<file path="src/rtl/timer_arbiter_pkg.sv">
// Shared types and default sizes for the flex-counter timer arbiter.
package timer_arbiter_pkg;

    localparam int DEF_NUM_REQ      = 4;
    localparam int DEF_NUM_CNT_BITS = 4;

    typedef enum logic [1:0] {
        IDLE,
        LOAD,
        COUNT,
        DONE
    } state_e;

endpackage

</file>
<file path="src/rtl/timer_arbiter_rr_pick.sv">
// Round-robin picker: first asserted request at or after the pointer, wrapping.
module rr_pick #(
    parameter int N  = 4,
    parameter int IW = 2
) (
    input  logic [N-1:0]  req_i,
    input  logic [IW-1:0] ptr_i,
    output logic [N-1:0]  sel_o,
    output logic          valid_o
);

    int j;

    always_comb begin
        sel_o   = '0;
        valid_o = 1'b0;
        j       = 0;
        for (int k = 0; k < N; k++) begin
            j = (int'(ptr_i) + k) % N;
            if (!valid_o && req_i[j[IW-1:0]]) begin
                sel_o[j[IW-1:0]] = 1'b1;
                valid_o          = 1'b1;
            end
        end
    end

endmodule

</file>
<file path="src/rtl/timer_arbiter.sv">
// Round-robin arbiter sharing one flex counter between NUM_REQ interval requesters.
// Optional watchdog on the COUNT phase: define TIMER_ARBITER_WATCHDOG_EN.
module timer_arbiter
    import timer_arbiter_pkg::*;
#(
    parameter int NUM_REQ      = DEF_NUM_REQ,
    parameter int NUM_CNT_BITS = DEF_NUM_CNT_BITS
) (
    input  logic                            clk,
    input  logic                            rst,
    input  logic [NUM_REQ-1:0]              req,
    input  logic [NUM_REQ*NUM_CNT_BITS-1:0] req_val,
    output logic [NUM_REQ-1:0]              grant,
    output logic [NUM_REQ-1:0]              done,
    output logic                            busy,
    output logic                            cnt_clear,
    output logic                            cnt_enable,
    output logic [NUM_CNT_BITS-1:0]         cnt_rollover_val,
    input  logic                            cnt_rollover_flag
`ifdef TIMER_ARBITER_WATCHDOG_EN
    ,
    output logic                            wdog_err
`endif
);

    localparam int IW = (NUM_REQ > 1) ? $clog2(NUM_REQ) : 1;
    localparam int W  = NUM_CNT_BITS;

    state_e               state_q;
    logic [IW-1:0]        idx_q;
    logic [IW-1:0]        rr_q;
    logic [W-1:0]         val_q;
    logic [NUM_REQ-1:0]   grant_q;
    logic [NUM_REQ-1:0]   done_q;
    logic                 clr_q;

    logic [NUM_REQ-1:0]   pick_sel;
    logic                 pick_valid;
    logic [IW-1:0]        pick_idx;
    logic [W-1:0]         val_d;
    logic [IW-1:0]        rr_d;
    logic                 owner_req;

    rr_pick #(
        .N  (NUM_REQ),
        .IW (IW)
    ) u_pick (
        .req_i   (req),
        .ptr_i   (rr_q),
        .sel_o   (pick_sel),
        .valid_o (pick_valid)
    );

    always_comb begin
        pick_idx = '0;
        for (int i = 0; i < NUM_REQ; i++) begin
            if (pick_sel[i]) pick_idx = IW'(i);
        end
    end

    assign val_d     = req_val[pick_idx*W +: W];
    assign owner_req = req[idx_q];
    assign rr_d      = (idx_q == IW'(NUM_REQ - 1)) ? '0 : idx_q + 1'b1;

`ifdef TIMER_ARBITER_WATCHDOG_EN
    localparam int WD_TOP = (1 << W);
    logic [W:0] wd_q;
    logic       wdog_q;
    assign wdog_err = wdog_q;
`endif

    always_ff @(posedge clk) begin
        if (rst) begin
            state_q <= IDLE;
            idx_q   <= '0;
            rr_q    <= '0;
            val_q   <= '0;
            grant_q <= '0;
            done_q  <= '0;
            clr_q   <= 1'b1;
`ifdef TIMER_ARBITER_WATCHDOG_EN
            wd_q    <= '0;
            wdog_q  <= 1'b0;
`endif
        end else begin
            done_q <= '0;
            clr_q  <= 1'b0;
`ifdef TIMER_ARBITER_WATCHDOG_EN
            wdog_q <= 1'b0;
`endif
            unique case (state_q)
                IDLE: begin
                    grant_q <= '0;
                    if (pick_valid) begin
                        state_q <= LOAD;
                        idx_q   <= pick_idx;
                        val_q   <= val_d;
                        grant_q <= pick_sel;
                        clr_q   <= 1'b1;
                    end
                end
                LOAD: begin
`ifdef TIMER_ARBITER_WATCHDOG_EN
                    wd_q <= '0;
`endif
                    if (!owner_req) begin
                        state_q <= IDLE;
                        grant_q <= '0;
                        clr_q   <= 1'b1;
                    end else if (val_q == '0) begin
                        state_q <= DONE;
                        done_q  <= grant_q;
                    end else begin
                        state_q <= COUNT;
                    end
                end
                COUNT: begin
                    // An owner that lets go forfeits its interval.
                    if (!owner_req) begin
                        state_q <= IDLE;
                        grant_q <= '0;
                        clr_q   <= 1'b1;
                    end else if (cnt_rollover_flag) begin
                        state_q <= DONE;
                        done_q  <= grant_q;
                    end
`ifdef TIMER_ARBITER_WATCHDOG_EN
                    else if (wd_q == (W+1)'(WD_TOP)) begin
                        state_q <= IDLE;
                        grant_q <= '0;
                        clr_q   <= 1'b1;
                        wdog_q  <= 1'b1;
                    end else begin
                        wd_q <= wd_q + 1'b1;
                    end
`endif
                end
                DONE: begin
                    state_q <= IDLE;
                    grant_q <= '0;
                    rr_q    <= rr_d;
                end
                default: state_q <= IDLE;
            endcase
        end
    end

    assign grant            = grant_q;
    assign done             = done_q;
    assign busy             = (state_q != IDLE);
    assign cnt_clear        = clr_q;
    assign cnt_enable       = (state_q == COUNT) && !cnt_rollover_flag;
    assign cnt_rollover_val = val_q;

endmodule
</file>
<file path="config.mk">
export PLATFORM = sky130hd
export DESIGN_NAME = timer_arbiter
export DESIGN_NICKNAME = d
export VERILOG_FILES = /design/src/rtl/timer_arbiter_pkg.sv /design/src/rtl/timer_arbiter_rr_pick.sv /design/src/rtl/timer_arbiter.sv
export SDC_FILE = /design/constraint.sdc
export NUM_CORES = 1
export LEC_CHECK = 0
export BUFFER_PORTS_ARGS = -buffer_cell sky130_fd_sc_hd__buf_4
export CAP_MARGIN = 20
export CELL_PAD_IN_SITES_DETAIL_PLACEMENT = 0
export CELL_PAD_IN_SITES_GLOBAL_PLACEMENT = 1
export CORE_MARGIN = 3
export CORE_UTILIZATION = 39
export DETAILED_ROUTE_END_ITERATION = 16
export GPL_TIMING_DRIVEN = 0
export HOLD_SLACK_MARGIN = 0.02
export PLACE_DENSITY_LB_ADDON = 0.15
export REMOVE_ABC_BUFFERS = 1
export SYNTH_ARGS = -nofsm -noshare
export SYNTH_HDL_FRONTEND = slang
export SYNTH_SLANG_ARGS = --single-unit
</file>
<file path="constraint.sdc">
create_clock -name clk -period 3.16 [get_ports clk]
set_input_delay 0.474 -clock clk [delete_from_list [all_inputs] [get_ports clk]]
set_output_delay 0.474 -clock clk [all_outputs]
set_load 0.03 [all_outputs]
</file>
; Yosys cells after proc, flatten, opt, wreduce, memory -nomap -nowiden
; Index checks and enable logic that the tools add are counted.
[op_classes]
n_reduce_logical = 18
addsub = 4
magnitude_cmp = 9
bitwise = 3
shift = 1
muxes = 47
eq_ne = 7
[op_table]
columns = operator, count
row1 = 4-bit 2-to-1 mux, 10
row2 = 1-bit 2-to-1 mux, 17
row3 = 16-bit by 5-bit variable part select with 4-bit output, 1
row4 = 2-bit by 3-bit < comparator with 1-bit output (second input constant), 5
row5 = 2-bit 2-to-1 mux, 7
row6 = 4-bit OR, 3
row7 = 4-bit one-hot mux with 3 select lines, 1
row8 = 1-bit binary-select mux with 2-bit select, 5
row9 = 1-bit demux with 2-bit select, 4
row10 = 2-bit by 1-bit >= comparator with 1-bit output (second input constant), 4
row11 = 1-bit logical AND, 8
row12 = 2-bit one-hot mux with 4 select lines, 1
row13 = 4-bit one-hot mux with 2 select lines, 1
row14 = 2-bit == test (second input constant), 3
row15 = 2-bit by 1-bit adder with 2-bit output (second input constant), 2
row16 = 2-bit adder (second input constant), 2
row17 = 1-bit zero test, 4
row18 = 4-bit zero test, 1
row19 = 2-bit inequality test (second input constant), 2
row20 = 2-bit AND reduction, 2
row21 = 3-bit inequality test (second input constant), 1
row22 = 2-bit by 1-bit == test with 1-bit output (second input constant), 1
row23 = 2-bit zero test, 1
row24 = 1-bit one-hot mux with 2 select lines, 1
row25 = other kinds (2), 2
[totals]
input_bits = 23
ff_bits = 19
output_inout_bits = 15

; Longest topological paths before layout
[depth]
depth_word = 16
mapped_depth = 9
depth_no_buf = 8

; Modules after synthesis
; Synthesis repeated with hierarchy kept, for this count alone.
[unflattened]
hier_cells = 169
area_unflattened_um2 = 1463.9
[by_module_without_submodules]
columns = mod, n_inst, cells_each, seq_area_each_um2, area_each_um2
row1 = timer_arbiter, 1, 107, 380.4, 969.7
row2 = rr_pick, 1, 62, 0.0, 494.2

; Worst setup path before layout
; No wires, ideal clock.
[synth_path]
path_kind = reg-to-reg
from = register rr_q[0]
to = register idx_q[0]
path_slack_ps = 512
synth_period_minus_slack_ps = 2648
arrival_time_ps = 2512
required_time_ps = 3023
path_stages_with_launch = 10
path_cell_list = dfxtp_1 -> inv_1 -> ha_1 -> mux4_2 -> a21oi_2 -> a21oi_2 -> or2_1 -> buf_6 -> a2111oi_4 -> nor3_1
[synth_via]
elab_chain_cells = 15
[synth_rtl]
columns = item, line
row1 = from (decl), timer_arbiter.sv:31  ; logic [IW-1:0] rr_q;
row2 = from (signal assigned), timer_arbiter.sv:141  ; rr_q <= rr_d;
row3 = "parallel branches: the longest is 15 deep, another holds 2-bit by 3-bit < comparator with 1-bit output", n/a
row4 = to (signal assigned), timer_arbiter.sv:96  ; idx_q <= pick_idx;
row5 = to (decl), timer_arbiter.sv:30  ; logic [IW-1:0] idx_q;
; Several ways; the timed one is not identified. The select of a mux whose other input is x is not followed.
; A chain may end at the register's enable or synchronous reset.

; Final worst setup path
[layout_path]
from = register rr_q[1]
to = register val_q[0], in the netlist cnt_rollover_val[0]
[layout_via]
elab_chain_cells = 16
[layout_rtl]
columns = item, line
row1 = "parallel branches: the longest is 16 deep, another holds 2-bit by 3-bit < comparator with 1-bit output", n/a
row2 = to (signal assigned), timer_arbiter.sv:97  ; val_q <= val_d;
row3 = to (decl), timer_arbiter.sv:32  ; logic [W-1:0] val_q;
; Several ways; the timed one is not identified. The select of a mux whose other input is x is not followed.

==> impl_metrics.toml <==
[synth]
async_flop_share_pct = 0
synth_edf_count = 0
netlist_area_sq_mm = 0.00142
synthCells = 157
ys_warn_count = 0
yosysSeqAreaShare_pct = 26.8
synth_area_per_cell_sq_um = 9.04
ys_seq_elements = 19
synthDistinctLibCells = 37
synth_ff_type = "dfxtp_1"

[sta]
finClkSkew_ns = 0.000941
setup_viol = 0
hold_viol = 0
maxSlewViolCount = 0
worstMarginPinSlew_ns = 0.979
finalSetupTns_ns = 0
period_share_pct = 89.3
rsz0062_at_grt = "false"
relSlewSlack_pct = 34.5
timing.hold.ws_ns = 0.463
min_period_ns = 2.82
fmax_ghz = 0.354

[placed_design]
dp_hpwl_mm = 2.60
io_buffers = 37
place.gp.congestion = 0.814

[setup_path]
crit_path_cell_trace = "inv_1 -> ha_1 -> mux4_2 -> a21oi_1 -> a21oi_1 -> a21o_1 -> a2111oi_2 -> o2bb2ai_1"
crit_buf_inv = 1
worstPathArrival_ns = 3.06
reg2reg_slack_ns = 0.34
r2r_cells = 8
max_stage_delay_ns = 0.61
crit_family = "compound AO/OA/AOI/OAI gates"
path_max_fanout = 10
criticalPathCategory = "flip-flop to flip-flop"
worstSetupEndpointType = "flip-flop"
cp_slowest_cell = "mux4_2"
r2r_end = "cnt_rollover_val[0]"
r2r-start = "rr_q[1]"
crit_top_cell = "a21oi_1"
required_ns = 3.40
critPathLaunchType = "flip-flop"

[cts]
cts.htree.levels = 1
cts_resized = 0
cts.sinks = 19
cts_root_buffer = "clkbuf_4"
numCtsBuffers = 3
postCtsHoldBufs = 0
worstSkewPairLatency_ns = 0.30
cts_tree = "done"
clockBufferDepth = 2
clk_pin_slew_ns = 0.11
post_cts_buffers = 0

[grt]
grt_antenna_before_repair = 0
grt_pass1_wl_mm = 5.50
grt_max_degree = 21
grt.total_usage_pct = 16.0
use_met2_pct = 26.0
grt_util_met3_pct = 4.76
grt_use_met1_pct = 21.1
gr-total-overflow = 0
grt_pass1_vias = 1200
top_usage_layer = "met2"

[layout]
area_delta_synth_final_pct = 23.5
diodes = 0
fillers = 339
final_common_cell = "buf_4"
layout_common_cells = "buf_4 (37), dfxtp_1 (18), nor2_1 (17)"
nets = 230
drive_gt1_share_pct = 28.0

[routing]
antenna_left = 0
firstDrtPassIters = 4
drtIter0Drc = 69
wl_per_cell_um = 14.2
via_per_inst = 5.39
drc = 0
drt-total-wl_mm = 3.39
dr_total_vias = 1289

[pwr]
cellLeakagePower_nw = 0.760
max-vdd-ir-drop_mv = 0.239
power_density_mw_per_mm2 = 384

[min_path]
hold_end = "cnt_rollover_val[3]"
hold_class = "input port to flip-flop"
whs_path_depth = 3
hp-start = "req_val[15]"

[floorplan]
rows = 21
initial_core_util_pct = 41.5
coreArea_sq_mm = 0.00342
ios = 38
die-area_sq_mm = 0.00440
die_h_um = 66.3
die_x_um = 66.3

[run]
maxCapViolCount = 0

[status]
status = "finished, final reports clean"
-- flip-flops by register name, indices dropped and copies added, names as in the netlist --
signal            cells
done                  4
cnt_rollover_val      4
grant                 4
cnt_clear             1
state_q               2
idx_q                 2
rr_q                  2
-- cell type report --
type	instances	area, sq um	area share, %
sequential	19	382	21.8
clock inverter	1	5.00	0.286
clock buffer	3	22.5	1.28
tap	46	57.6	3.28
multi-input combinational	118	952	54.3
timing repair buffer	37	278	15.8
inverter	15	56.3	3.21
-- worst reg2reg max path: cells and delay by family (launching register included) --
| kind | cells | cell delay (ns) |
|---|---|---|
| fa+ha+maj | 1 | 0.38 |
| buf+inv | 1 | 0.12 |
| compound gates | 5 | 1.17 |
| flops | 1 | 0.48 |
| mux | 1 | 0.61 |
-- metal layers --
layer | wire length (um) | vias to the layer above
li1 | - | 647
met1 | 1570 | 600
met2 | 1560 | 40
met3 | 251 | 2
met4 | 9 | 0
met5 | 0 | -
-- where the power goes --
group          switching [mW]  internal [mW]  total, mW
clock                  0.0795         0.0472      0.127
sequential             0.0222          0.262      0.285
combinational           0.149          0.112      0.262
total                   0.251          0.422      0.673
-- synth_stat cells, types with 2 or more instances --
library cell | number | area, sq um
clkbuf_1 | 3 | 11.3
o211ai_1 | 4 | 30.0
a21oi_2 | 2 | 17.5
mux2i_1 | 3 | 30.0
and2_1 | 6 | 37.5
a21o_1 | 2 | 15.0
nor2b_1 | 8 | 50.1
nor3b_1 | 3 | 22.5
o2bb2ai_1 | 4 | 35.0
nand2_1 | 2 | 7.51
mux4_2 | 3 | 67.6
a2111oi_2 | 4 | 60.1
nor3_1 | 5 | 25.0
nor2_1 | 17 | 63.8
nor4_1 | 2 | 12.5
dfxtp_1 | 19 | 380
o21ai_0 | 4 | 20.0
a31oi_1 | 4 | 25.0
buf_6 | 2 | 22.5
nand3b_1 | 5 | 37.5
a211oi_1 | 2 | 15.0
a21oi_1 | 8 | 40.0
a22oi_1 | 5 | 37.5
ha_1 | 13 | 163
inv_1 | 15 | 56.3
-- through the flow --
step / instances / total power, mW / instance area [sq um] / worst slack [ns] / utilization, %
6_report: 239 / 0.673 / 1750 / 0.338 / 51.3
5_1_grt: 239 / 0.724 / 1750 / 0.147 / 51.3
4_1_cts: 239 / 0.680 / 1750 / 0.174 / 51.2
3_5_place_dp: 235 / 0.551 / 1720 / 0.200 / 50.4
3_3_place_gp: 235 / 0.544 / 1720 / 0.233 / 50.4
2_1_floorplan: 152 / 0.458 / 1390 / 0.551 / -
-- cells by family (layout without fill, tap and decap cells) --
group,count (synthesis),count (layout),synth area share [%]
AOI/OAI and AO/OA,46,46,26.5
adders and majority gates,13,13,11.5
buffers and inverters,20,56,6.35
DFF,19,19,26.8
muxes,7,7,8.73
and+or+nand+nor,52,52,20.2
-- worst max-delay path by stage --
| stage | depth (start not counted) | to | slack (ns) | startpoint |
|---|---|---|---|---|
| final | 8 | cnt_rollover_val[0] | 0.34 | rr_q[1] |
| after global routing | 8 | cnt_rollover_val[0] | 0.15 | rr_q[0] |
| after CTS | 8 | cnt_rollover_val[2] | 0.17 | rr_q[0] |
| after detailed placement | 8 | cnt_rollover_val[2] | 0.20 | rr_q[0] |
| after global placement | 8 | cnt_rollover_val[2] | 0.23 | rr_q[0] |
| after floorplan | 8 | idx_q[0] | 0.55 | rr_q[0] |
(Power assumes the default switching activity.)
